### config.mk
export PLATFORM = sky130hd
export DESIGN_NAME = adder64_sched
export DESIGN_NICKNAME = d
export VERILOG_FILES = /design/src/rtl/adder64_sched_pkg.sv /design/src/rtl/adder64_rr_arb.sv /design/src/rtl/adder64_sched.sv
export SDC_FILE = /design/constraint.sdc
export NUM_CORES = 1
export LEC_CHECK = 0
export ABC_AREA = 1
export BUFFER_PORTS_ARGS = -buffer_cell sky130_fd_sc_hd__buf_2
export CAP_MARGIN = 0
export CORE_AREA = 2 2 310 312
export CTS_BUF_LIST = sky130_fd_sc_hd__clkbuf_4 sky130_fd_sc_hd__clkbuf_8
export CTS_CLUSTER_DIAMETER = 50
export DETAILED_ROUTE_END_ITERATION = 12
export DIE_AREA = 0 0 312 314
export SLEW_MARGIN = 25
export SYNTH_ARGS = -nofsm -noshare
export SYNTH_HDL_FRONTEND = slang
export SYNTH_HIERARCHICAL = 1
export SYNTH_SLANG_ARGS = --single-unit
### constraint.sdc
create_clock -name clk -period 16.9 [get_ports clk]
set_input_delay 2.535 -clock clk [delete_from_list [all_inputs] [get_ports clk]]
set_output_delay 2.535 -clock clk [all_outputs]
set_load 0.05 [all_outputs]
### src/rtl/adder64_sched_pkg.sv
// Shared types and constants for the 64-bit adder scheduler.
// Optional subtract support is enabled with `define ADDER64_SCHED_SUB_EN.
package adder64_sched_pkg;

    localparam int ADDER64_W = 64;

    typedef enum logic [1:0] {
        IDLE,
        EXEC,
        RESP
    } sched_state_e;

endpackage

### src/rtl/adder64_rr_arb.sv
// Combinational round-robin arbiter: first requester at or after ptr, wrapping.
module adder64_rr_arb
    import adder64_sched_pkg::*;
#(
    parameter  int NUM_REQ = 4,
    localparam int IDW     = $clog2(NUM_REQ)
) (
    input  logic [NUM_REQ-1:0] req,
    input  logic [IDW-1:0]     ptr,
    output logic [IDW-1:0]     grant,
    output logic               any_valid
);

    int unsigned idx;

    always_comb begin
        grant     = '0;
        any_valid = 1'b0;
        idx       = 0;
        for (int unsigned i = 0; i < NUM_REQ; i++) begin
            idx = (32'(ptr) + i) % NUM_REQ;
            if (!any_valid && req[IDW'(idx)]) begin
                grant     = IDW'(idx);
                any_valid = 1'b1;
            end
        end
    end

endmodule

### src/rtl/adder64_sched.sv
// Round-robin scheduler sharing one external 64-bit adder among NUM_REQ requesters.
// Define ADDER64_SCHED_SUB_EN to honour req_sub (op1 - op2 via ~op2 and cin=1).
module adder64_sched
    import adder64_sched_pkg::*;
#(
    parameter  int NUM_REQ = 4,
    localparam int IDW     = $clog2(NUM_REQ)
) (
    input  logic                               clk,
    input  logic                               rst,
    input  logic [NUM_REQ-1:0]                 req_valid,
    output logic [NUM_REQ-1:0]                 req_ready,
    input  logic [NUM_REQ-1:0][ADDER64_W-1:0]  req_op1,
    input  logic [NUM_REQ-1:0][ADDER64_W-1:0]  req_op2,
    input  logic [NUM_REQ-1:0]                 req_cin,
    input  logic [NUM_REQ-1:0]                 req_sub,
    output logic [NUM_REQ-1:0]                 rsp_valid,
    input  logic [NUM_REQ-1:0]                 rsp_ready,
    output logic [ADDER64_W-1:0]               rsp_result,
    output logic                               rsp_cout,
    output logic [ADDER64_W-1:0]               add_op1,
    output logic [ADDER64_W-1:0]               add_op2,
    output logic                               add_cin,
    input  logic [ADDER64_W-1:0]               add_result,
    input  logic                               add_cout,
    output logic                               busy,
    output logic [IDW-1:0]                     owner
);

    sched_state_e         state;
    sched_state_e         state_nxt;
    logic [IDW-1:0]       ptr;
    logic [IDW-1:0]       grant;
    logic                 any_valid;
    logic                 accept;
    logic [ADDER64_W-1:0] op2_sel;
    logic                 cin_sel;

    adder64_rr_arb #(
        .NUM_REQ (NUM_REQ)
    ) u_arb (
        .req       (req_valid),
        .ptr       (ptr),
        .grant     (grant),
        .any_valid (any_valid)
    );

    assign accept = (state == IDLE) && any_valid;

    always_ff @(posedge clk or posedge rst) begin
        if (rst) begin
            state <= IDLE;
        end else begin
            state <= state_nxt;
        end
    end

    always_comb begin
        state_nxt = state;
        unique case (state)
            IDLE:    if (any_valid) state_nxt = EXEC;
            EXEC:    state_nxt = RESP;
            RESP:    if (rsp_ready[owner]) state_nxt = RESP == RESP ? IDLE : RESP;
            default: state_nxt = IDLE;
        endcase
    end

    // req_ready is gated by rst so every output reads zero while reset is held.
    always_comb begin
        req_ready = '0;
        rsp_valid = '0;
        busy      = (state != IDLE);
        if (accept && !rst) req_ready[grant] = 1'b1;
        if (state == RESP) rsp_valid[owner] = 1'b1;
    end

    always_comb begin
        op2_sel = req_op2[grant];
        cin_sel = req_cin[grant];
`ifdef ADDER64_SCHED_SUB_EN
        if (req_sub[grant]) begin
            op2_sel = ~req_op2[grant];
            cin_sel = 1'b1;
        end
`endif
    end

`ifndef ADDER64_SCHED_SUB_EN
    logic unused_sub;
    assign unused_sub = ^req_sub;
`endif

    always_ff @(posedge clk or posedge rst) begin
        if (rst) begin
            ptr        <= '0;
            owner      <= '0;
            add_op1    <= '0;
            add_op2    <= '0;
            add_cin    <= 1'b0;
            rsp_result <= '0;
            rsp_cout   <= 1'b0;
        end else begin
            if (accept) begin
                add_op1 <= req_op1[grant];
                add_op2 <= op2_sel;
                add_cin <= cin_sel;
                owner   <= grant;
                ptr     <= (grant == IDW'(NUM_REQ - 1)) ? '0 : grant + 1'b1;
            end
            if (state == EXEC) begin
                rsp_result <= add_result;
                rsp_cout   <= add_cout;
            end
        end
    end

endmodule

* After elaboration in Yosys (flattened, before gate mapping) *
Cells that the tools add are included.
Widths: inputs -> output; s select.

word-level totals
  output and inout bits = 205
  logic and storage cells = 73
  bits in registers = 200
  input port bits = 595

operators by class
  order comparisons = 8
  reductions and logical operators = 14
  multiplexer cells = 34
  add/sub/neg operators = 4
  equal/unequal tests = 5

operator list
  kind                 count
  $bmux 64 s2          2
  $mux 64              2
  $lt 2x3->1 const B   6
  $mux 2               7
  $bmux 1 s2           6
  $mux 1               12
  $mux 4               2
  $logic_and 1x1->1    7
  $pmux 2 s3           1
  $add 2x1->2 const B  2
  $add 2x2->2 const B  2
  $demux 1 s2          2
  $eq 2x2->1 const B   2
  $ge 2x1->1 const B   2
  $logic_not 1->1      4
  $ne 2x2->1 const B   2
  $eq 2x1->1 const B   1
  $logic_not 2->1      1
  $reduce_and 2->1     1
  $reduce_bool 2->1    1

* Longest topological paths before layout *
  depth in word-level cells = 17
  gate-level depth with buffers = 19
  depth with buffers taken out = 16

* Cells and area by module *
Netlist, hierarchy kept.

by module, submodules not included
  module          times used  cells each  area each (sq um)  seq. area each (sq um)
  adder64_sched   1           2099        12758.5            5004.8
  adder64_rr_arb  1           59          319.1              0.0

* Worst setup path after synthesis *
No wires, ideal clock.

  kind = input-to-output
  start point = input rst
  end point = output req_ready[0]
  arrival time = 8.107 ns
  data required time = 14.365 ns
  path slack = 6.258 ns
  buffers on the path = 0
  stages on the path = 3
  cells stage by stage = inv_1 nand2_1 nor2_1

between the ends
  cells in the longest elaborated chain, start to end = 3

RTL lines
  what                              line                 text
  from (decl)                       adder64_sched.sv:10  input logic rst,
  $logic_not 1->1 (no source line)  n/a
  $logic_and 1x1->1                 adder64_sched.sv:73  if (accept && !rst) req_ready[grant] = 1'b1;
  $mux 4                            adder64_sched.sv:73
  to (decl)                         adder64_sched.sv:12  output logic [NUM_REQ-1:0] req_ready,

No other way between the ends.

* Final worst setup path *
  start point = input req_valid[3]
  end point = output req_ready[0]

between the ends
  cells in the longest elaborated chain, start to end = 17
  elaborated cells on any way between the ends = 30
  those cells by class = 2 x order compare; 19 x mux; 9 x reduce/logical

RTL lines
  what                                                                   line                  text
  from (decl)                                                            adder64_sched.sv:11   input logic [NUM_REQ-1:0] req_valid,
  $bmux 1 s2                                                             adder64_rr_arb.sv:22  if (!any_valid && req[IDW'(idx)]) begin
  $mux 1 (implied by the code)                                           adder64_rr_arb.sv:22
  $mux 1                                                                 adder64_rr_arb.sv:22
  $logic_not 1->1                                                        adder64_rr_arb.sv:22
  $logic_and 1x1->1                                                      adder64_rr_arb.sv:22
  $mux 1                                                                 adder64_rr_arb.sv:22
  $logic_not 1->1                                                        adder64_rr_arb.sv:22
  $logic_and 1x1->1                                                      adder64_rr_arb.sv:22
  [... 2 more ...]                                                       n/a
  $logic_and 1x1->1                                                      adder64_rr_arb.sv:22
  $mux 2 (*)                                                             adder64_rr_arb.sv:22
  net grant[1]                                                           adder64_sched.sv:33   logic [IDW-1:0] grant;
  $lt 2x3->1 (implied by the code) / $ge 2x1->1 (equally long branches)  adder64_sched.sv:73
  $logic_and 1x1->1 (implied by the code)                                adder64_sched.sv:73
  $mux 1 (implied by the code)                                           adder64_sched.sv:73
  $demux 1 s2 (*)                                                        adder64_sched.sv:73
  $mux 4 (*)                                                             adder64_sched.sv:73

Mark *: on every way through the listed nets, which the timed path passes. The rest lies on a longest branch. The select of a mux whose other input is x is not followed.

==> impl_metrics.yaml <==
sta:
  tightest_slew_ps: 879.2
  max_freq_ghz: 0.1272
  slew_viol_final: 0
  min_period_ps: 7864
  period_share_pct: 46.53
  skew_ps: 13.08
  finalHoldViolations: 0
  setup_viol: 0
  slew_headroom_pct: 41.39
  rsz0062_at_grt: "false"
  setup_tns_ps: 0
grt:
  antenna_found_initial: 8
  grt_use_met1_pct: 15.29
  grt_start_max_net_pins: 97
  grt.busiest_layer: "met2"
  grt_pass1_vias: 15330
  met2_usage_pct: 19.89
  use_met3_pct: 2.490
  grt_usage_pct: 12.04
  grt_first_pass_wirelength_um: 90030
  grt-ovfl-total: 0
worst_setup_path:
  critical_path_class: "in -> out"
  max_stage_delay_ps: 770
  cpMaxStageDelayCell: "clkinv_2"
  r2r_slack_ps: 12790
  cp-end-kind: "output pin"
  r2r_start: "ptr[0]"
  required_ps: 14370
  cpLargestDelayFamily: "buffers and inverters"
  reg2reg_to: "add_op2[56]"
  cp_cell_sequence: "buf_2 > inv_1 > nand2_2 > nand3_2 > nand2_4 > nor2_4 > nand3_1 > nand3_4 > clkinv_2 > ha_1 > inv_1 > nor2_1 > buf_2"
  path_buf_inv: 5
  critPathLaunchType: "primary input"
  crit_fanout: 37
  worstPathArrival_ps: 5330
  r2r_cells: 16
cts:
  h-tree-depth: 4
  clock_tree.root_cell: "clkbuf_8"
  clk_latency_ps: 560
  cts.sinks: 200
  cts_setup_buffers: 0
  cts_tree: "built"
  cts_resized: 0
  cts.path.max_buffers: 2
  cts_hold_buf: 0
  clk_pin_slew_ps: 110
  numCtsBuffers: 17
worst_hold_path:
  hold_path.class: "reg -> reg"
  hold_path.startpoint: "rsp_result[57]"
  hold_end: "rsp_result[57]"
  min_path_cells: 2
layout:
  area_growth_syn_to_layout_pct: 42.40
  fin_cells: 4142
  finalNetCount: 3458
  finalCoreUtilization_pct: 19.72
  drive_above_1_share_pct: 30.65
floorplan:
  io_pins: 800
  die_w_um: 312
  dieArea_mm2: 0.09797
  die_h_um: 314
  core_mm2: 0.09445
  rows: 113
  initial_core_util_pct: 13.85
run:
  maxCapViolCount: 0
synthesis:
  yosysTopAreaCellShare_pct: 38.27
  synth_top_cell_by_area: "dfrtp_1"
  synth_cell_types: 25
  yosysSeqAreaShare_pct: 38.27
  ys_ff_latch: 200
  synth.net_count: 2757
  yosysWarnings: 6
  synthTopCellsByArea: "dfrtp_1, nand2_1, nand3_1"
  netlist_area_mm2: 0.01308
  syn_inst: 2158
  avgSynthCellArea_um2: 6.060
routing:
  wire_per_inst_um: 14.71
  wirelength_um: 60930
  postRouteAntennaNets: 0
  viasPerCell: 3.838
  drc: 0
  vias: 15900
  drt_iter0_drc: 1035
  dr.pass1.iters: 5
place:
  gp_congestion: 0.9241
  dpl.cell_count: 4105
  dp_hpwl_um: 46320
  port_buffers: 795
status:
  status: "completed"
cells in the final DEF, fill, tap and decap left out, types with 2 or more instances in the layout:
cell type	Yosys	final
nand2_1	1194	1193
buf_2	90	795
nand3_1	333	332
inv_1	247	245
dfrtp_1	200	199
buf_4	7	22
clkbuf_8	0	18
nand2_2	10	11
nor2_1	7	7
diode_2	0	6
inv_8	0	5
inv_2	4	4
nor3_1	4	4
ha_1	4	4
nor2_4	3	3
clkinv_2	0	3
a21oi_1	3	3
bufinv_16	0	3
nand3_2	4	3
nand2_4	3	3
nand3_4	0	2
clkinvlp_4	0	2
inv_6	0	2
flip-flops by register name, indices dropped and copies added (netlist names):
register,flops
add_cin,1
rsp_result,64
ptr,2
rsp_cout,1
owner,2
add_op2,64
add_op1,64
state,2
kinds of logic after synthesis:
| family | share of synthesized area, % |
|---|---|
| fa+ha+maj | 0.3827 |
| compound gates | 0.1912 |
| buf+inv | 12.33 |
| flops | 38.27 |
| simple gates | 48.82 |
through the flow:
step / setup WS, ps / hold slack, ps / area (um2)
2_1_floorplan: 6258 / 511.4 / 13080
3_5_place_dp: 8882 / 453.5 / 18190
6_report: 9036 / 475.6 / 18620
4_1_cts: 8879 / 477.7 / 18610
5_1_grt: 8716 / 492.9 / 18620
3_3_place_gp: 8972 / 449.2 / 18190
routing by layer:
metal / wire length [um] / vias up
met5: 13 / -
met4: 1912 / 2
met3: 3628 / 78
met1: 26860 / 7303
li1: - / 7870
met2: 28510 / 646
cell type report:
type	count	area, um2
antenna	6	15.01
clock inverter	12	163.9
tap	1265	1583
multi-input combinational	1570	6482
timing repair buffer	817	4144
sequential	200	5006
inverter	253	973.4
clock buffer	19	255.2
fill	10930	75820
how the worst max path moves through the flow:
stage,to,start,slack (ps),cells after the start
after floorplan,req_ready[0],rst,6260,3
after global placement,req_ready[0],req_valid[3],8970,13
after detailed placement,req_ready[0],req_valid[3],8880,13
after CTS,req_ready[0],req_valid[3],8880,13
after global routing,req_ready[0],req_valid[3],8720,13
final,req_ready[0],req_valid[3],9040,13
cells in the mapped netlist:
| cell type | count |
|---|---|
| a21oi_1 | 3 |
| buf_1 | 9 |
| buf_2 | 90 |
| buf_4 | 7 |
| buf_6 | 2 |
| clkbuf_1 | 27 |
| clkinv_1 | 1 |
| dfrtp_1 | 200 |
| ha_1 | 4 |
| inv_1 | 247 |
| inv_2 | 4 |
| inv_4 | 1 |
| nand2_1 | 1194 |
| nand2_2 | 10 |
| nand2_4 | 3 |
| nand3_1 | 333 |
| nand3_2 | 4 |
| nand3b_1 | 1 |
| nand4_1 | 1 |
| nor2_1 | 7 |
| nor2_2 | 1 |
| nor2_4 | 3 |
| nor3_1 | 4 |
| o21ai_0 | 1 |
| o21ai_1 | 1 |
worst register-to-register path: stages, from the launching register on:
cell	delay (ps)
dfrtp_1	670
inv_2	180
nand2_1	110
nand2_2	80
nand2_2	80
nand2_2	60
nor2_4	120
nand3_2	70
nand2_1	60
nand2_1	120
inv_8	390
buf_4	640
buf_4	590
nand2_1	140
nand2_1	380
nand3_1	220
nand3_1	140
Power is left out: the tool's default activity adds up to more than one toggle a clock period on the data nets, which glitch-free logic cannot reach.
